File: config.mk
export PLATFORM = sky130hd
export DESIGN_NAME = pu_sequencer_flat
export DESIGN_NICKNAME = d
export VERILOG_FILES = /design/src/rtl/pu_sequencer_pkg.sv /design/src/rtl/pu_sequencer_if.sv /design/src/rtl/pu_sequencer_lp_clk_div.sv /design/src/rtl/pu_sequencer.sv /design/src/flat_wrapper.sv
export SDC_FILE = /design/constraint.sdc
export NUM_CORES = 1
export LEC_CHECK = 0
export CORE_ASPECT_RATIO = 0.8
export CORE_UTILIZATION = 54
export CTS_BUF_LIST = sky130_fd_sc_hd__clkbuf_4 sky130_fd_sc_hd__clkbuf_8
export DETAILED_ROUTE_END_ITERATION = 8
export MAX_ROUTING_LAYER = met4
export PLACE_DENSITY = 0.87
export SYNTH_ARGS = -nofsm -noshare
export SYNTH_HDL_FRONTEND = slang
export SYNTH_SLANG_ARGS = --single-unit
File: constraint.sdc
create_clock -name clk -period 2.1 [get_ports clk]
set_clock_uncertainty 0.1 [all_clocks]
set_input_delay 0.63 -clock clk [delete_from_list [all_inputs] [get_ports clk]]
set_output_delay 0.63 -clock clk [all_outputs]
set_load 0.01 [all_outputs]
File: src/rtl/pu_sequencer_pkg.sv
// Shared types and defaults for the power-up sequencer.
//   state_t   : sequencer FSM encoding (2-bit)
//   clamp_dly : maps a step delay of 0 to 1 so a step never takes zero cycles
package pu_seq_pkg;

  typedef enum logic [1:0] {
    IDLE = 2'd0,
    UP   = 2'd1,
    ON   = 2'd2,
    DOWN = 2'd3
  } state_t;

  localparam int unsigned NUM_CH_DEFAULT = 4;
  localparam int unsigned DLY_W_DEFAULT  = 12;
  localparam int unsigned LP_DIV_DEFAULT = 13;

  function automatic logic [31:0] clamp_dly(input logic [31:0] d);
    return (d == 32'd0) ? 32'd1 : d;
  endfunction

endpackage

File: src/rtl/pu_sequencer_if.sv
// Control/status bundle between the stimulus side and the power-up sequencer.
//   en_i, fault_i, step_dly : requests into the sequencer
//   pu_sig, pu_done, busy, fault_o, lp_clk, lp_tick : sequencer status
// master = side that issues requests, slave = the sequencer.
interface pu_sequencer_if #(
  parameter int NUM_CH = 4,
  parameter int DLY_W  = 12
);
  logic              en_i;
  logic              fault_i;
  logic [DLY_W-1:0]  step_dly;
  logic [NUM_CH-1:0] pu_sig;
  logic              pu_done;
  logic              busy;
  logic              fault_o;
  logic              lp_clk;
  logic              lp_tick;

  modport master (
    output en_i, fault_i, step_dly,
    input  pu_sig, pu_done, busy, fault_o, lp_clk, lp_tick
  );

  modport slave (
    input  en_i, fault_i, step_dly,
    output pu_sig, pu_done, busy, fault_o, lp_clk, lp_tick
  );
endinterface

File: src/rtl/pu_sequencer_lp_clk_div.sv
// Low-power clock divider, enabled by channel 0 being powered.
//   clk, rst : system clock, async active-high reset
//   run      : divider runs while high; low clears everything on the next edge
//   lp_clk   : registered square wave, toggles on every tick
//   lp_tick  : one-cycle pulse, high while the count sits at LP_DIV-1
module lp_clk_div #(
  parameter int LP_DIV = 13
) (
  input  logic clk,
  input  logic rst,
  input  logic run,
  output logic lp_clk,
  output logic lp_tick
);

  localparam int CW = (LP_DIV > 2) ? $clog2(LP_DIV) : 1;
  localparam logic [CW-1:0] CNT_LAST = CW'(LP_DIV - 1);
  localparam logic [CW-1:0] CNT_PRE  = CW'(LP_DIV - 2);

  logic [CW-1:0] cnt_q;
  logic          lp_clk_q;
  logic          lp_tick_q;

  always_ff @(posedge clk or posedge rst) begin
    if (rst) begin
      cnt_q     <= '0;
      lp_clk_q  <= 1'b0;
      lp_tick_q <= 1'b0;
    end else if (!run) begin
      cnt_q     <= '0;
      lp_clk_q  <= 1'b0;
      lp_tick_q <= 1'b0;
    end else begin
      // tick is registered one count early so it lines up with cnt == LP_DIV-1
      lp_tick_q <= (cnt_q == CNT_PRE);
      if (cnt_q == CNT_LAST) begin
        cnt_q    <= '0;
        lp_clk_q <= ~lp_clk_q;
      end else begin
        cnt_q <= cnt_q + CW'(1);
      end
    end
  end

  assign lp_clk  = lp_clk_q;
  assign lp_tick = lp_tick_q;

endmodule

File: src/rtl/pu_sequencer.sv
// Power-up sequencer: raises NUM_CH enables one per step in order ch0..chN-1,
// lowers them in reverse order, drops all at once on fault, and runs a
// low-power clock divider while channel 0 is up.
//   clk, rst : system clock, async active-high reset
//   bus      : slave side of pu_sequencer_if (requests in, status out)
//
// state | meaning
// IDLE  | all channels off, waiting for en_i (blocked while fault_o is set)
// UP    | raising channel idx when cnt reaches 1
// ON    | all channels up, pu_done high
// DOWN  | lowering channel idx (highest one up) when cnt reaches 1
module pu_sequencer
  import pu_seq_pkg::*;
#(
  parameter int NUM_CH = NUM_CH_DEFAULT,
  parameter int DLY_W  = DLY_W_DEFAULT,
  parameter int LP_DIV = LP_DIV_DEFAULT
) (
  input logic           clk,
  input logic           rst,
  pu_sequencer_if.slave bus
);

  localparam int IDX_W = (NUM_CH > 1) ? $clog2(NUM_CH) : 1;
  localparam logic [IDX_W-1:0] IDX_LAST = IDX_W'(NUM_CH - 1);

  state_t            state_q, state_d;
  logic [DLY_W-1:0]  cnt_q, cnt_d;
  logic [IDX_W-1:0]  idx_q, idx_d;
  logic [NUM_CH-1:0] pu_q, pu_d;
  logic              fault_q, fault_d;
  logic              busy_q, busy_d;
  logic              done_q, done_d;

  logic [DLY_W-1:0]  dly_load;
  logic [DLY_W-1:0]  cnt_dec;
  logic              step_evt;
  logic              lp_clk_w;
  logic              lp_tick_w;

  assign dly_load = DLY_W'(clamp_dly(32'(bus.step_dly)));
  assign step_evt = (cnt_q == DLY_W'(1));
  assign cnt_dec  = (cnt_q > DLY_W'(1)) ? (cnt_q - DLY_W'(1)) : DLY_W'(1);

  // Channels are always a contiguous run from ch0, so idx alone tracks
  // progress: in UP it is the next channel to raise, in DOWN/ON the
  // highest channel currently up.
  always_comb begin
    state_d = state_q;
    cnt_d   = cnt_q;
    idx_d   = idx_q;
    pu_d    = pu_q;
    fault_d = fault_q;

    if (!bus.fault_i && !bus.en_i) fault_d = 1'b0;

    if (bus.fault_i) begin
      state_d = IDLE;
      pu_d    = '0;
      idx_d   = '0;
      cnt_d   = '0;
      fault_d = 1'b1;
    end else begin
      case (state_q)
        IDLE: begin
          if (bus.en_i && !fault_q) begin
            state_d = UP;
            idx_d   = '0;
            cnt_d   = dly_load;
          end
        end
        UP: begin
          if (!bus.en_i) begin
            if (idx_q == '0) begin
              // nothing raised yet: no reverse sequence to run
              state_d = IDLE;
              cnt_d   = '0;
            end else begin
              state_d = DOWN;
              idx_d   = idx_q - IDX_W'(1);
              cnt_d   = dly_load;
            end
          end else if (step_evt) begin
            pu_d[idx_q] = 1'b1;
            if (idx_q == IDX_LAST) begin
              state_d = ON;
            end else begin
              idx_d = idx_q + IDX_W'(1);
              cnt_d = dly_load;
            end
          end else begin
            cnt_d = cnt_dec;
          end
        end
        ON: begin
          if (!bus.en_i) begin
            state_d = DOWN;
            cnt_d   = dly_load;
          end
        end
        DOWN: begin
          if (bus.en_i) begin
            if (idx_q == IDX_LAST) begin
              // every channel is still up, nothing left to raise
              state_d = ON;
            end else begin
              state_d = UP;
              idx_d   = idx_q + IDX_W'(1);
              cnt_d   = dly_load;
            end
          end else if (step_evt) begin
            pu_d[idx_q] = 1'b0;
            if (idx_q == '0) begin
              state_d = IDLE;
              cnt_d   = '0;
            end else begin
              idx_d = idx_q - IDX_W'(1);
              cnt_d = dly_load;
            end
          end else begin
            cnt_d = cnt_dec;
          end
        end
        default: begin
          state_d = IDLE;
          pu_d    = '0;
          idx_d   = '0;
          cnt_d   = '0;
        end
      endcase
    end

    busy_d = (state_d == UP) || (state_d == DOWN);
    done_d = (state_d == ON);
  end

  always_ff @(posedge clk or posedge rst) begin
    if (rst) begin
      state_q <= IDLE;
      cnt_q   <= '0;
      idx_q   <= '0;
      pu_q    <= '0;
      fault_q <= 1'b0;
      busy_q  <= 1'b0;
      done_q  <= 1'b0;
    end else begin
      state_q <= state_d;
      cnt_q   <= cnt_d;
      idx_q   <= idx_d;
      pu_q    <= pu_d;
      fault_q <= fault_d;
      busy_q  <= busy_d;
      done_q  <= done_d;
    end
  end

  lp_clk_div #(
    .LP_DIV(LP_DIV)
  ) u_lp_clk_div (
    .clk    (clk),
    .rst    (rst),
    .run    (pu_q[0]),
    .lp_clk (lp_clk_w),
    .lp_tick(lp_tick_w)
  );

  assign bus.pu_sig  = pu_q;
  assign bus.pu_done = done_q;
  assign bus.busy    = busy_q;
  assign bus.fault_o = fault_q;
  assign bus.lp_clk  = lp_clk_w;
  assign bus.lp_tick = lp_tick_w;

endmodule

File: src/flat_wrapper.sv
// flat-port wrapper written by rule: the top's interface ports become plain ports
module pu_sequencer_flat import pu_seq_pkg::*;
#(
  parameter int NUM_CH = NUM_CH_DEFAULT,
  parameter int DLY_W  = DLY_W_DEFAULT,
  parameter int LP_DIV = LP_DIV_DEFAULT
)
  (clk, rst, bus_en_i, bus_fault_i, bus_step_dly, bus_pu_sig, bus_pu_done, bus_busy, bus_fault_o, bus_lp_clk, bus_lp_tick);
  pu_sequencer_if #(.NUM_CH(NUM_CH), .DLY_W(DLY_W)) bus_i ();
  input logic clk;
  input logic rst;
  input wire logic [$bits(bus_i.en_i)-1:0] bus_en_i;
  input wire logic [$bits(bus_i.fault_i)-1:0] bus_fault_i;
  input wire logic [$bits(bus_i.step_dly)-1:0] bus_step_dly;
  output wire logic [$bits(bus_i.pu_sig)-1:0] bus_pu_sig;
  output wire logic [$bits(bus_i.pu_done)-1:0] bus_pu_done;
  output wire logic [$bits(bus_i.busy)-1:0] bus_busy;
  output wire logic [$bits(bus_i.fault_o)-1:0] bus_fault_o;
  output wire logic [$bits(bus_i.lp_clk)-1:0] bus_lp_clk;
  output wire logic [$bits(bus_i.lp_tick)-1:0] bus_lp_tick;
  assign bus_i.en_i = bus_en_i;
  assign bus_i.fault_i = bus_fault_i;
  assign bus_i.step_dly = bus_step_dly;
  assign bus_pu_sig = bus_i.pu_sig;
  assign bus_pu_done = bus_i.pu_done;
  assign bus_busy = bus_i.busy;
  assign bus_fault_o = bus_i.fault_o;
  assign bus_lp_clk = bus_i.lp_clk;
  assign bus_lp_tick = bus_i.lp_tick;
  pu_sequencer #(.NUM_CH(NUM_CH), .DLY_W(DLY_W), .LP_DIV(LP_DIV)) u_core (.clk(clk), .rst(rst), .bus(bus_i));
endmodule
==> impl_metrics.tcl <==
set metrics [dict create \
    fin_crit_sh_pct 113 \
    grt_pass1_wl_um 15400 \
    ant_nets 0 \
    worstPathCellList "inv_2, ha_4, nor3b_4, buf_4, nand4_4, buf_4, nor4_4, nor2_1, a311oi_1" \
    synth_flop_cell "dfrtp_1" \
    synth.distinct_cells 73 \
    holdWs_ns 0.459 \
    grt_pass1_vias 2894 \
    cap_violations 0 \
    peakVddDrop_v 0.000358 \
    ys_ff_latch 28 \
    cts_root_buffer "clkbuf_8" \
    violations "setup timing" \
    boundaryPins 25 \
    max_slew.worst_pin.slew_ns 0.436 \
    p_per_area_mw_per_mm2 533 \
    synthArstFlopShare_pct 100 \
    nets 430 \
    switching_share_pct 36.8 \
    die_area_mm2 0.00489 \
    switchingPower_w 0.000733 \
    netlist_top_cells_count "32 x nand2_1, 30 x nor2_1, 28 x dfrtp_1" \
    tns_ns -0.387 \
    seq_area_frac_synth_pct 28.1 \
    fmax_mhz 422 \
    drt_iter0_markers 481 \
    track_usage_pct 42.2 \
    syn_area_per_cell_um2 8.01 \
    power_frac_clock_pct 23.3 \
    hold_class "register to register" \
    crit_path_max_incr_delay_ns 0.43 \
    overflow 0 \
    htree_levels 1 \
    synth_area_leaders "dfrtp_1 28%, nand2_1 4.8%, nor2_1 4.5%" \
    antenna_found_initial 0 \
    fin_ws_ns -0.272 \
    rsz0062_at_grt "yes" \
    netlist_instances 311 \
    yosysWarnings 0 \
    crit_fanout 5 \
    period_minus_slack_ns 2.37 \
    crit_type "register to register" \
    yosysTopAreaCell "dfrtp_1" \
    pwr-share-comb_pct 46.5 \
    startpoint_type "register" \
    gp_congestion 1.03 \
    clk_pin_slew_ns 0.12 \
    antennaDiodeCount 0 \
    p_leak_nw 1.57 \
    ctsLongestPathBuffers 2 \
    coreArea_mm2 0.00431 \
    start_util_pct 57.8 \
    drive_gt1_share_pct 37.9 \
    area_growth_pct 50.0 \
    stdcell_area_mm2 0.00374 \
    firstDrtPassIters 7 \
    p_int_w 0.00126 \
    required_ns 2.17 \
    synth_edf_count 0 \
    clk_latency_ns 0.30 \
    instances_no_fill 466 \
    outcome "finished with violations" \
    slew_viol_final 0 \
    drc 0 \
    grt_max_degree 34 \
    port_buffers 24 \
    crit_arrival_ns 2.45 \
    totalWireLength_um 10600 \
    fp-row-count 21 \
    vias 3353 \
    synth_top_cell_area_share_pct 28.1 \
    post-synth-top-count-cell "nand2_1" \
    crit_top_cell "buf_4" \
    power.total_w 0.00199 \
    drt-vias-per-instance 7.20 \
    n_fill_cell 218 \
    max_slew_margin_pct 70.9 \
    place_inst 449 \
    setup_viol 4 \
    place_hpwl_um 6940 \
    dpl-instance-area_mm2 0.00329 \
    wl_per_cell_um 22.8 \
    die_w_um 78.0 \
    syn_area_mm2 0.00249 \
    hold_violations 0 \
    cp_slowest_cell "dfrtp_1" \
    cts.sinks 28 \
    fp.dieH_um 62.8 \
    numCtsBuffers 3 \
    power_frac_seq_pct 30.3 \
    endpoint_kind "register" \
    cts_tree "yes" \
    syn_nets 331 \
]
[cells by family (layout without fill, tap and decap cells)]
| kind of cell | after synthesis | after routing | synth area share (%) |
|---|---|---|---|
| mux | 3 | 3 | 1.20 |
| xor+xnor | 3 | 3 | 1.05 |
| buf+inv | 38 | 136 | 7.68 |
| fa+ha+maj | 4 | 4 | 2.01 |
| compound gates | 109 | 109 | 31.4 |
| simple gates | 126 | 126 | 28.5 |
| flops | 28 | 28 | 28.1 |
[state kept, by name (all words and copies together), names as in the netlist]
| signal | count |
|---|---|
| u_core.bus.fault_o | 1 |
| u_core.cnt_q | 12 |
| u_core.u_lp_clk_div.lp_clk | 1 |
| u_core.u_lp_clk_div.lp_tick | 1 |
| u_core.u_lp_clk_div.cnt_q | 4 |
| u_core.bus.pu_sig | 4 |
| u_core.state_q | 2 |
| u_core.idx_q | 2 |
| u_core.bus.pu_done | 1 |
[worst paths after layout]
| check | start | to | slack [ns] | depth (start not counted) |
|---|---|---|---|---|
| min in group asynchronous | rst | u_core.cnt_q[4] | 0.62 | 3 |
| worst min-delay path | u_core.u_lp_clk_div.lp_clk | u_core.u_lp_clk_div.lp_clk | 0.46 | 2 |
| worst min register to register | u_core.u_lp_clk_div.lp_clk | u_core.u_lp_clk_div.lp_clk | 0.46 | 2 |
| worst max-delay path | u_core.cnt_q[1] | u_core.bus.pu_sig[2] | -0.27 | 9 |
| max in group asynchronous | rst | u_core.bus.pu_sig[0] | 0.97 | 3 |
| worst max register to register | u_core.cnt_q[1] | u_core.bus.pu_sig[2] | -0.27 | 9 |
[repair_timing]
item / in CTS / in global routing
endpoints found under the setup margin: 20 / 17
setup buffers: 4 / 9
gates resized for setup: 18 / 45
pin swaps: 8 / 22
gates cloned: 0 / 0
hold buffers: 0 / 0
[critical path: cells and delay by family, from the launching register on]
kind | cells | cell delay, ns
adders and majority gates | 1 | 0.14
and+or+nand+nor | 4 | 0.75
AOI/OAI and AO/OA | 1 | 0.34
DFF | 1 | 0.43
buffers and inverters | 3 | 0.49
[routing by layer]
| layer | GRT usage (%) | vias up | wire (um) |
|---|---|---|---|
| met4 | 13.9 | 0 | 681 |
| li1 | - | 1388 | - |
| met3 | 8.91 | 100 | 1430 |
| met1 | 57.9 | 1538 | 3980 |
| met5 | - | - | 0 |
| met2 | 62.1 | 327 | 4530 |
[final cells by class]
type / count / area, um2 / share of cell area, %
timing repair buffer: 120 / 1000 / 26.7
clock inverter: 1 / 30.0 / 0.803
tap: 57 / 71.3 / 1.91
clock buffer: 3 / 41.3 / 1.10
sequential: 28 / 704 / 18.8
inverter: 12 / 45.0 / 1.20
multi-input combinational: 245 / 1850 / 49.4
[stage by stage]
stage / util [%] / setup slack (ns)
final: 86.8 / -0.272
after global routing: 86.8 / -0.293
after CTS: 80.6 / 0.00359
after detailed placement: 76.4 / -0.614
after global placement: 76.4 / -0.571
after floorplan: - / 0.0144
[power by group through the flow]
| stage | logic [W] | clock network (W) | registers, W |
|---|---|---|---|
| global placement | 0.000707 | 0 | 0.000606 |
| floorplan | 0.000408 | 0 | 0.000609 |
| detailed placement | 0.000711 | 0 | 0.000606 |
| global route | 0.000965 | 0.000474 | 0.000605 |
| CTS | 0.000755 | 0.000452 | 0.000597 |
| finish | 0.000926 | 0.000463 | 0.000603 |
[cell usage in the layout (no fill, tap or decap), types with 3 or more instances in the layout]
cell type        synthesis  routed
buf_4                    2      91
a31oi_1                  5       4
nand2b_1                 3       3
inv_1                   11       8
o211ai_1                 4       4
a211oi_1                11      10
mux2i_1                  3       3
dfrtp_2                  0       3
clkdlybuf4s50_1          0      18
nor2_1                  30      29
dfrtp_1                 28      25
nor4_4                   2       4
a21oi_1                 17      15
dlymetal6s2s_1           0       5
inv_2                    0       3
nand2_1                 32      32
o22ai_1                  5       5
or2_2                    3       3
a311oi_1                 6       5
nand3_1                  7       5
o2bb2ai_1                3       3
nand4b_1                 3       3
o21ai_1                  1       5
nand4_1                  3       3
clkbuf_8                 0       3
buf_6                    4       4
nor3_1                   9       6
nor4_1                   7       3
and2_1                   4       3
o21ai_0                 18      13
nor4_2                   1       3
No activity file was read; power rests on OpenSTA's default activity.
